### src/rtl/vga_timing_out_pkg.sv
// Raster constants, shared types and helpers for the 640x480@60 VGA output path.
// The renderer imports this package as well, so both sides use the same raster numbers.
package vga_timing_out_pkg;

  localparam int CNT_W = 10;
  localparam int RGB_W = 24;

  localparam int H_VISIBLE_DEF = 640;
  localparam int H_FRONT_DEF   = 16;
  localparam int H_SYNC_DEF    = 96;
  localparam int H_BACK_DEF    = 48;
  localparam int V_VISIBLE_DEF = 480;
  localparam int V_FRONT_DEF   = 10;
  localparam int V_SYNC_DEF    = 2;
  localparam int V_BACK_DEF    = 33;

  localparam int H_TOTAL_DEF = H_VISIBLE_DEF + H_FRONT_DEF + H_SYNC_DEF + H_BACK_DEF;
  localparam int V_TOTAL_DEF = V_VISIBLE_DEF + V_FRONT_DEF + V_SYNC_DEF + V_BACK_DEF;

  // Sync windows are inclusive: first and last pixel/line with sync asserted.
  localparam int H_SYNC_START_DEF = H_VISIBLE_DEF + H_FRONT_DEF;
  localparam int H_SYNC_END_DEF   = H_SYNC_START_DEF + H_SYNC_DEF - 1;
  localparam int V_SYNC_START_DEF = V_VISIBLE_DEF + V_FRONT_DEF;
  localparam int V_SYNC_END_DEF   = V_SYNC_START_DEF + V_SYNC_DEF - 1;

  typedef logic [CNT_W-1:0] cnt_t;

  typedef struct packed {
    logic [7:0] r;
    logic [7:0] g;
    logic [7:0] b;
  } rgb_t;

  function automatic logic in_window(cnt_t val, cnt_t lo, cnt_t hi);
    return (val >= lo) && (val <= hi);
  endfunction

endpackage

### src/rtl/vga_timing_out_if.sv
// Pixel request bus between the timing stage (master) and the upstream renderer (slave).
// The renderer answers req_x/req_y with rgb_in before the next pixel advance.
interface vga_timing_out_if;
  import vga_timing_out_pkg::*;

  cnt_t             req_x;
  cnt_t             req_y;
  logic             req_active;
  logic [RGB_W-1:0] rgb_in;
  logic             frame_start;
  logic             line_start;

  modport master (
    output req_x,
    output req_y,
    output req_active,
    output frame_start,
    output line_start,
    input  rgb_in
  );

  modport slave (
    input  req_x,
    input  req_y,
    input  req_active,
    input  frame_start,
    input  line_start,
    output rgb_in
  );

endinterface

### src/rtl/vga_counter.sv
// Pixel-enable divider plus horizontal/vertical raster counters.
// Produces registered single-cycle pulses on the edge where h (and v) wrap to zero.
module vga_counter
  import vga_timing_out_pkg::*;
#(
  parameter int H_TOTAL = H_TOTAL_DEF,
  parameter int V_TOTAL = V_TOTAL_DEF
) (
  input  logic clk,
  input  logic rst_n,
  output logic pix_tick,
  output cnt_t h_cnt,
  output cnt_t v_cnt,
  output logic line_start,
  output logic frame_start
);

  localparam cnt_t H_LAST = cnt_t'(H_TOTAL - 1);
  localparam cnt_t V_LAST = cnt_t'(V_TOTAL - 1);

  logic pix_tick_q, pix_tick_d;
  cnt_t h_cnt_q, h_cnt_d;
  cnt_t v_cnt_q, v_cnt_d;
  logic line_start_q, line_start_d;
  logic frame_start_q, frame_start_d;
  logic h_wrap, v_wrap;

  // Counters move only on edges where pix_tick was already high, i.e. every other edge.
  always_comb begin
    pix_tick_d    = ~pix_tick_q;
    h_cnt_d       = h_cnt_q;
    v_cnt_d       = v_cnt_q;
    h_wrap        = pix_tick_q && (h_cnt_q == H_LAST);
    v_wrap        = h_wrap && (v_cnt_q == V_LAST);
    line_start_d  = h_wrap;
    frame_start_d = v_wrap;
    if (pix_tick_q) begin
      h_cnt_d = h_wrap ? '0 : h_cnt_q + cnt_t'(1);
      if (h_wrap) begin
        v_cnt_d = v_wrap ? '0 : v_cnt_q + cnt_t'(1);
      end
    end
  end

  always_ff @(posedge clk or negedge rst_n) begin
    if (!rst_n) begin
      pix_tick_q    <= 1'b0;
      h_cnt_q       <= '0;
      v_cnt_q       <= '0;
      line_start_q  <= 1'b0;
      frame_start_q <= 1'b0;
    end else begin
      pix_tick_q    <= pix_tick_d;
      h_cnt_q       <= h_cnt_d;
      v_cnt_q       <= v_cnt_d;
      line_start_q  <= line_start_d;
      frame_start_q <= frame_start_d;
    end
  end

  assign pix_tick    = pix_tick_q;
  assign h_cnt       = h_cnt_q;
  assign v_cnt       = v_cnt_q;
  assign line_start  = line_start_q;
  assign frame_start = frame_start_q;

endmodule

### src/rtl/vga_timing_out.sv
// Final VGA stage: raster timing from CLOCK_50, pixel requests to the renderer and
// a pin-side register stage that keeps RGB, HS, VS and BLANK_N aligned for the DAC.
module vga_timing_out
  import vga_timing_out_pkg::*;
#(
  parameter int H_VISIBLE = H_VISIBLE_DEF,
  parameter int H_FRONT   = H_FRONT_DEF,
  parameter int H_SYNC    = H_SYNC_DEF,
  parameter int H_BACK    = H_BACK_DEF,
  parameter int V_VISIBLE = V_VISIBLE_DEF,
  parameter int V_FRONT   = V_FRONT_DEF,
  parameter int V_SYNC    = V_SYNC_DEF,
  parameter int V_BACK    = V_BACK_DEF
) (
  input  logic              CLOCK_50,
  input  logic              reset_n,
  vga_timing_out_if.master  pix_if,
  output logic              VGA_CLK,
  output logic              VGA_HS,
  output logic              VGA_VS,
  output logic              VGA_BLANK_N,
  output logic              VGA_SYNC_N,
  output logic [7:0]        VGA_R,
  output logic [7:0]        VGA_G,
  output logic [7:0]        VGA_B
);

  localparam int H_TOTAL = H_VISIBLE + H_FRONT + H_SYNC + H_BACK;
  localparam int V_TOTAL = V_VISIBLE + V_FRONT + V_SYNC + V_BACK;

  localparam cnt_t H_VIS_C        = cnt_t'(H_VISIBLE);
  localparam cnt_t V_VIS_C        = cnt_t'(V_VISIBLE);
  localparam cnt_t H_SYNC_START_C = cnt_t'(H_VISIBLE + H_FRONT);
  localparam cnt_t H_SYNC_END_C   = cnt_t'(H_VISIBLE + H_FRONT + H_SYNC - 1);
  localparam cnt_t V_SYNC_START_C = cnt_t'(V_VISIBLE + V_FRONT);
  localparam cnt_t V_SYNC_END_C   = cnt_t'(V_VISIBLE + V_FRONT + V_SYNC - 1);

  logic pix_tick;
  cnt_t h_cnt;
  cnt_t v_cnt;
  logic line_start;
  logic frame_start;
  logic active;

  logic vga_hs_q, vga_hs_d;
  logic vga_vs_q, vga_vs_d;
  logic blank_n_q, blank_n_d;
  rgb_t rgb_q, rgb_d;

  vga_counter #(
    .H_TOTAL (H_TOTAL),
    .V_TOTAL (V_TOTAL)
  ) u_counter (
    .clk         (CLOCK_50),
    .rst_n       (reset_n),
    .pix_tick    (pix_tick),
    .h_cnt       (h_cnt),
    .v_cnt       (v_cnt),
    .line_start  (line_start),
    .frame_start (frame_start)
  );

  assign active = (h_cnt < H_VIS_C) && (v_cnt < V_VIS_C);

  assign pix_if.req_x       = h_cnt;
  assign pix_if.req_y       = v_cnt;
  assign pix_if.req_active  = active;
  assign pix_if.line_start  = line_start;
  assign pix_if.frame_start = frame_start;

  // The pin stage captures the position being left on each pixel advance, so the colour
  // returned for a request appears exactly one pixel later together with its sync/blank.
  always_comb begin
    vga_hs_d  = vga_hs_q;
    vga_vs_d  = vga_vs_q;
    blank_n_d = blank_n_q;
    rgb_d     = rgb_q;
    if (pix_tick) begin
      blank_n_d = active;
      rgb_d     = active ? rgb_t'(pix_if.rgb_in) : '0;
      vga_hs_d  = ~in_window(h_cnt, H_SYNC_START_C, H_SYNC_END_C);
      vga_vs_d  = ~in_window(v_cnt, V_SYNC_START_C, V_SYNC_END_C);
    end
  end

  always_ff @(posedge CLOCK_50 or negedge reset_n) begin
    if (!reset_n) begin
      vga_hs_q  <= 1'b1;
      vga_vs_q  <= 1'b1;
      blank_n_q <= 1'b0;
      rgb_q     <= '0;
    end else begin
      vga_hs_q  <= vga_hs_d;
      vga_vs_q  <= vga_vs_d;
      blank_n_q <= blank_n_d;
      rgb_q     <= rgb_d;
    end
  end

  // DAC samples on the rising VGA_CLK edge, midway through each two-cycle pixel.
  assign VGA_CLK     = pix_tick;
  assign VGA_HS      = vga_hs_q;
  assign VGA_VS      = vga_vs_q;
  assign VGA_BLANK_N = blank_n_q;
  assign VGA_SYNC_N  = 1'b0;
  assign VGA_R       = rgb_q.r;
  assign VGA_G       = rgb_q.g;
  assign VGA_B       = rgb_q.b;

endmodule

### src/flat_wrapper.sv
// flat-port wrapper written by rule: the top's interface ports become plain ports
module vga_timing_out_flat import vga_timing_out_pkg::*;
#(
  parameter int H_VISIBLE = H_VISIBLE_DEF,
  parameter int H_FRONT   = H_FRONT_DEF,
  parameter int H_SYNC    = H_SYNC_DEF,
  parameter int H_BACK    = H_BACK_DEF,
  parameter int V_VISIBLE = V_VISIBLE_DEF,
  parameter int V_FRONT   = V_FRONT_DEF,
  parameter int V_SYNC    = V_SYNC_DEF,
  parameter int V_BACK    = V_BACK_DEF
)
  (CLOCK_50, reset_n, VGA_CLK, VGA_HS, VGA_VS, VGA_BLANK_N, VGA_SYNC_N, VGA_R, VGA_G, VGA_B, pix_if_req_x, pix_if_req_y, pix_if_req_active, pix_if_frame_start, pix_if_line_start, pix_if_rgb_in);
  vga_timing_out_if pix_if_i ();
  input  logic CLOCK_50;
  input  logic reset_n;
  output logic VGA_CLK;
  output logic VGA_HS;
  output logic VGA_VS;
  output logic VGA_BLANK_N;
  output logic VGA_SYNC_N;
  output logic [7:0] VGA_R;
  output logic [7:0] VGA_G;
  output logic [7:0] VGA_B;
  output wire logic [$bits(pix_if_i.req_x)-1:0] pix_if_req_x;
  output wire logic [$bits(pix_if_i.req_y)-1:0] pix_if_req_y;
  output wire logic [$bits(pix_if_i.req_active)-1:0] pix_if_req_active;
  output wire logic [$bits(pix_if_i.frame_start)-1:0] pix_if_frame_start;
  output wire logic [$bits(pix_if_i.line_start)-1:0] pix_if_line_start;
  input wire logic [$bits(pix_if_i.rgb_in)-1:0] pix_if_rgb_in;
  assign pix_if_req_x = pix_if_i.req_x;
  assign pix_if_req_y = pix_if_i.req_y;
  assign pix_if_req_active = pix_if_i.req_active;
  assign pix_if_frame_start = pix_if_i.frame_start;
  assign pix_if_line_start = pix_if_i.line_start;
  assign pix_if_i.rgb_in = pix_if_rgb_in;
  vga_timing_out #(.H_VISIBLE(H_VISIBLE), .H_FRONT(H_FRONT), .H_SYNC(H_SYNC), .H_BACK(H_BACK), .V_VISIBLE(V_VISIBLE), .V_FRONT(V_FRONT), .V_SYNC(V_SYNC), .V_BACK(V_BACK)) u_core (.CLOCK_50(CLOCK_50), .reset_n(reset_n), .pix_if(pix_if_i), .VGA_CLK(VGA_CLK), .VGA_HS(VGA_HS), .VGA_VS(VGA_VS), .VGA_BLANK_N(VGA_BLANK_N), .VGA_SYNC_N(VGA_SYNC_N), .VGA_R(VGA_R), .VGA_G(VGA_G), .VGA_B(VGA_B));
endmodule
### config.mk
export PLATFORM = sky130hd
export DESIGN_NAME = vga_timing_out_flat
export DESIGN_NICKNAME = d
export VERILOG_FILES = /design/src/rtl/vga_timing_out_pkg.sv /design/src/rtl/vga_timing_out_if.sv /design/src/rtl/vga_counter.sv /design/src/rtl/vga_timing_out.sv /design/src/flat_wrapper.sv
export SDC_FILE = /design/constraint.sdc
export NUM_CORES = 1
export LEC_CHECK = 0
export CAP_MARGIN = 10
export CORE_MARGIN = 3
export CORE_UTILIZATION = 36
export DETAILED_ROUTE_END_ITERATION = 10
export GPL_TIMING_DRIVEN = 0
export PLACE_DENSITY = 0.66
export SETUP_SLACK_MARGIN = 0.5
export SYNTH_ARGS = -nofsm -noshare
export SYNTH_HDL_FRONTEND = slang
export SYNTH_SLANG_ARGS = --single-unit
### constraint.sdc
create_clock -name CLOCK_50 -period 2.3 [get_ports CLOCK_50]
set_clock_uncertainty 0.15 [all_clocks]
set_input_delay 0.345 -clock CLOCK_50 [delete_from_list [all_inputs] [get_ports CLOCK_50]]
set_output_delay 0.345 -clock CLOCK_50 [all_outputs]
set_load 0.05 [all_outputs]
# After elaboration in Yosys (flattened, before gate mapping)

Index checks and enable logic that the tools add are counted.

Latch bits: 0
Bits in read-only memories: 0
Bits in writable memories: 0
Memories: 0
Register bits after elaboration: 50
Output and inout bits: 52

Divide/modulo/power cells: 0
Muxes and demuxes: 3
$mul: 0
Equal/unequal tests: 2
Shift operators: 0
Magnitude comparators: 6
Add/sub/neg operators: 2
Bitwise logic cells: 3
Reduce and logical (&&, ||, !) cells: 6

Operator list:

| kind                  | number |
|---|---|
| $mux 24               | 1 |
| $add 10x1->10 const B | 2 |
| $eq 10x10->1 const B  | 2 |
| $mux 10               | 2 |
| $ge 10x10->1 const B  | 1 |
| $ge 10x9->1 const B   | 1 |
| $le 10x10->1 const B  | 1 |
| $le 10x9->1 const B   | 1 |
| $lt 10x10->1 const B  | 1 |
| $lt 10x9->1 const B   | 1 |
| $logic_and 1x1->1     | 5 |
| $not 1->1             | 3 |
| $reduce_and 2->1      | 1 |

# Logic depth before layout (Yosys ltp)

Depth after elaboration: 4
Depth in mapped cells: 7
Gate-level depth less buffers: 6

# Hierarchy

Synthesis repeated with hierarchy kept, for this count alone.

Cells, all modules: 237
Area total of the unflattened synthesis: 2603.7 sq um

Modules (own cells, without submodules):

| module         | sequential area each (sq um) | area an instance (sq um) | instances | cells each |
|---|---|---|---|---|
| vga_timing_out | 678.2                        | 1477.7                   | 1         | 129 |
| vga_counter    | 575.6                        | 1126.1                   | 1         | 108 |

# Least setup slack after synthesis

OpenSTA, ideal clock, no wires.

Path kind: flip-flop to flip-flop
Start: reg u_core.u_counter.h_cnt_q[0], in the netlist u_core.u_counter.h_cnt[0]
End: reg u_core.u_counter.v_cnt_q[9], in the netlist u_core.u_counter.v_cnt[9]
Slack: -185 ps
Cell stages (with the launch flop): 7
Buffers on the path: 1
Library setup time: 77 ps
Data required time: 2073 ps
Period minus slack after synthesis: 2485 ps
Arrival: 2257 ps
Path through: dfrtp_1 > ha_1 > nand4_4 > or3_1 > clkbuf_2 > or4_1 > a21oi_1

Cells in the longest elaborated chain, start to end: 4

RTL lines:

| item                     | RTL line          | RTL |
|---|---|---|
| start: declaration       | vga_counter.sv:22 | `cnt_t h_cnt_q, h_cnt_d;` |
| start signal: assignment | vga_counter.sv:54 | `h_cnt_q <= h_cnt_d;` |
| $eq 10x10->1 (*)         | vga_counter.sv:33 | `h_wrap = pix_tick_q && (h_cnt_q == H_LAST);` |
| $logic_and 1x1->1 (*)    | vga_counter.sv:33 |  |
| $logic_and 1x1->1        | vga_counter.sv:34 | `v_wrap = h_wrap && (v_cnt_q == V_LAST);` |
| $mux 10                  | vga_counter.sv:40 | `v_cnt_d = v_wrap ? '0 : v_cnt_q + cnt_t'(1);` |
| end signal: assignment   | vga_counter.sv:55 | `v_cnt_q <= v_cnt_d;` |
| end: declaration         | vga_counter.sv:23 | `cnt_t v_cnt_q, v_cnt_d;` |

Every way passes the cells marked *; elsewhere a longest branch is shown, timed or not.
A chain may end at the register's enable or synchronous reset.

# Final worst setup path

Same ends and word-level chain as after synthesis.

==> impl_metrics.csv <==
group,metric,value,unit
clock_tree,max-clock-path-buffers,2,
yosys,post-synth-top-area-fraction,54.5,%
sta,final-hold-violation-count,0,
power_and_ir_drop,irDropWorstVdd,0.000271,V
global_route,first_pass_grt_wire_length,9690,µm
yosys,main_area_contributors_after_synthesis,"dfrtp_1 (54%), o2bb2ai_1 (9.5%), nand2_1 (5.3%)",
finish,drive_gt1_share,31.7,%
clock_tree,worst_setup_hold_path_clk_slew,0.09,ns
yosys,yosys_warnings,0,
yosys,synth_seq_cells,50,
setup_path,largest_delay_share_family_worst_path,"simple AND/OR/NAND/NOR gates",
place,placement.cell_area,0.00314,mm²
setup_path,timing.critical_path.from_type,"register",
clock_tree,tritoncts,"done",
drt,detail_route.wl_per_cell,15.6,µm
yosys,cell_count_after_synthesis,203,
clock_tree,cts.sinks,50,
setup_path,cp.depth,6,
setup_path,reg2regPathDepth,6,
place,gp_congestion,0.778,
yosys,yosysSeqAreaShare,56.9,%
setup_path,critPathKind,"reg -> reg",
power_and_ir_drop,power_density,476,mW/mm²
setup_path,cp_max_fo,3,
outcome,outcome,"complete, no violations",
floorplan,die_area,0.00710,mm²
sta,least_margin_pin_slew,0.575,ns
drt,post-route-drc-count,0,
clock_tree,clock_latency,0.30,ns
yosys,postSynthAreaPerCell,10.9,µm²
setup_path,cp_num_buf_inv,1,
drt,routed-via-count,1950,
setup_path,crit_path_end_kind,"register",
setup_path,slowest_delay,0.42,ns
yosys,synth_nets,233,
drt,routed_wl,6080,µm
setup_path,critPathArrivalTime,2.10,ns
finish,postLayoutCellArea,0.00361,mm²
clock_tree,cts-root-buf,"clkbuf_8",
global_route,pin_count_of_the_biggest_net_entering_global_routing,27,
setup_path,chain_of_cells_forming_the_critical_path,"ha_4, nand4_4, or3_4, clkbuf_16, or4_1, a21oi_2",
yosys,yosys_top_cell_by_area,"dfrtp_1",
yosys,count_of_flip_flops_with_a_built_in_enable_after_synthesis,0,
floorplan,die_width,84.3,µm
floorplan,floorplan.die.height,84.3,µm
hold_path,min-delay-path-class,"reg -> reg",
power_and_ir_drop,totalPowerFinal,1.72,mW
hold_path,whs_path_depth,1,
drt,drc_violation_total_after_the_first_tritonroute_iteration,104,
global_route,initial_antenna_violation_count,0,
run,cap_viol_max_count,0,
setup_path,slowest_stage,"or3_4",
clock_tree,cts_buffers,5,
floorplan,placementRows,27,
drt,1st_pass_router_iterations,4,
yosys,synth_async_sr_flop_share,100,%
drt,ant_nets,0,
setup_path,worst-endpoint-required,2.38,ns
clock_tree,htree_num_levels,2,
finish,layoutNonFillerInstCount,391,
sta,period_needed,2.01,ns
finish,mostFrequentLayoutCells,"dlygate4sd2_1 (37), dfrtp_1 (32), nand2_1 (30)",
power_and_ir_drop,reported_leakage_power,1.64,nW
place,port-buffer-count,76,
sta,max_slew_margin,61.7,%
global_route,total_grt_usage,16.8,%
finish,layout.cells.most_common,"dlygate4sd2_1",
global_route,first_global_vias,1931,
yosys,synthesis.area,0.00220,mm²
floorplan,core,0.00571,mm²
place,half_perimeter_wire_length_of_the_detailed_placement_result,3810,µm
sta,final.period_utilization,87.4,%
yosys,synth_top_flop_cell,"dfrtp_1",
sta,finalSetupViolCount,0,
yosys,synth.lib_cells_used.distinct,37,
sta,hold_slack_final,0.329,ns
finish,antenna-diode-count,0,
place,dp_cells,352,
sta,timing.final.max_slew_violations,0,
floorplan,start_util,38.6,%
finish,post_layout_net_count,348,
drt,via_per_inst,4.99,
sta,fmax,497,MHz
floorplan,io-pin-count,78,
finish,layout-area-overhead-vs-synth,64.0,%
sta,rsz_0062_raised_after_global_routing,"true",
global_route,gr-total-overflow,0,
## stage by stage
| step | worst slack (ns) | utilization [%] | TNS, ns |
|---|---|---|---|
| 2_1_floorplan | 0.215 | - | 0 |
| 3_3_place_gp | -0.961 | 54.7 | -40.84 |
| 3_5_place_dp | -0.326 | 54.9 | -0.326 |
| 4_1_cts | 0.258 | 60.4 | 0 |
| 5_1_grt | 0.242 | 63.3 | 0 |
| 6_report | 0.289 | 63.3 | 0 |
## cells by family (layout without fill, tap and decap cells)
family	count (synthesis)	after routing	synth area share, %
AO/OA/AOI/OAI	39	39	13.5
multiplexers	1	1	0.511
XOR/XNOR	12	12	4.77
flip-flops	50	50	56.9
buffers and inverters	20	136	4.03
AND/OR/NAND/NOR	76	76	17.9
adder cells (fa/ha/maj)	4	4	2.27
other	1	1	0.170
## what timing repair did
action | CTS | global route
hold buffers | 1 | 0
setup buffers | 19 | 11
endpoints found under the hold margin | 23 | 0
setup endpoints to repair | 76 | 35
pin swaps | 5 | 17
gates cloned | 0 | 0
resized for setup | 86 | 41
## path summary, 6_finish.rpt
check | from | to | slack, ns
worst max-delay path | u_core.u_counter.h_cnt[0]$_DFFE_PN0P_ | u_core.u_counter.v_cnt[9]$_DFFE_PN0P_ | 0.29
worst max register to register | u_core.u_counter.h_cnt[0]$_DFFE_PN0P_ | u_core.u_counter.v_cnt[9]$_DFFE_PN0P_ | 0.29
worst min register to register | u_core.u_counter.v_cnt[7]$_DFFE_PN0P_ | u_core.u_counter.v_cnt[7]$_DFFE_PN0P_ | 0.33
min in group asynchronous | reset_n | u_core.VGA_B[3]$_DFFE_PN0P_ | 0.43
worst min-delay path | u_core.u_counter.v_cnt[7]$_DFFE_PN0P_ | u_core.u_counter.v_cnt[7]$_DFFE_PN0P_ | 0.33
max in group asynchronous | reset_n | u_core.VGA_HS$_DFFE_PN1P_ | 0.96
## worst register-to-register path, delay by kind of cell, from the launching register on
family	cells	cell delay, ns
flops	1	0.40
fa+ha+maj	1	0.16
compound gates	1	0.14
buf+inv	1	0.16
simple gates	3	0.94
## where the power goes
part / leakage, nW / internal [mW] / switching, mW
Combinational: 0.997 / 0.0706 / 0.124
Sequential: 0.594 / 0.900 / 0.0113
Clock: 0.0514 / 0.325 / 0.292
## synthesized netlist by cell type (all sizes together) (2+ instances only)
cell type / n
a21oi: 3
and3: 2
and4: 2
buf: 2
clkbuf: 9
clkinv: 2
dfrtp: 48
dfstp: 2
ha: 4
inv: 7
nand2: 31
nand3: 11
nand4: 4
nand4b: 2
nor2: 8
nor3: 6
nor4: 3
o21ai: 8
o2bb2ai: 24
xnor2: 8
xor2: 4
## flip-flops by register name (all words and copies together), names as in the netlist
signal	flops
u_core.VGA_B	8
u_core.VGA_BLANK_N	1
u_core.VGA_G	8
u_core.VGA_HS	1
u_core.VGA_R	8
u_core.VGA_VS	1
u_core.u_counter.frame_start	1
u_core.u_counter.h_cnt	10
u_core.u_counter.line_start	1
u_core.u_counter.pix_tick	1
u_core.u_counter.v_cnt	10
## cell type report
type | count | area (µm²)
tap | 72 | 90.1
clock buffer | 6 | 72.6
timing repair buffer | 108 | 990
inverter | 9 | 58.8
fill | 480 | 2090
buffer | 11 | 96.3
multi-input combinational | 133 | 996
sequential | 50 | 1270
clock inverter | 2 | 37.5
## per-layer routing
| layer | vias up | wire, µm | track usage (%) |
|---|---|---|---|
| li1 | 941 | - | - |
| met1 | 951 | 2690 | 22.3 |
| met2 | 47 | 2990 | 27.0 |
| met3 | 11 | 281 | 4.12 |
| met4 | 0 | 119 | 5.56 |
| met5 | - | 0 | 0 |
Note: power is estimated with default switching activity, not from simulation.
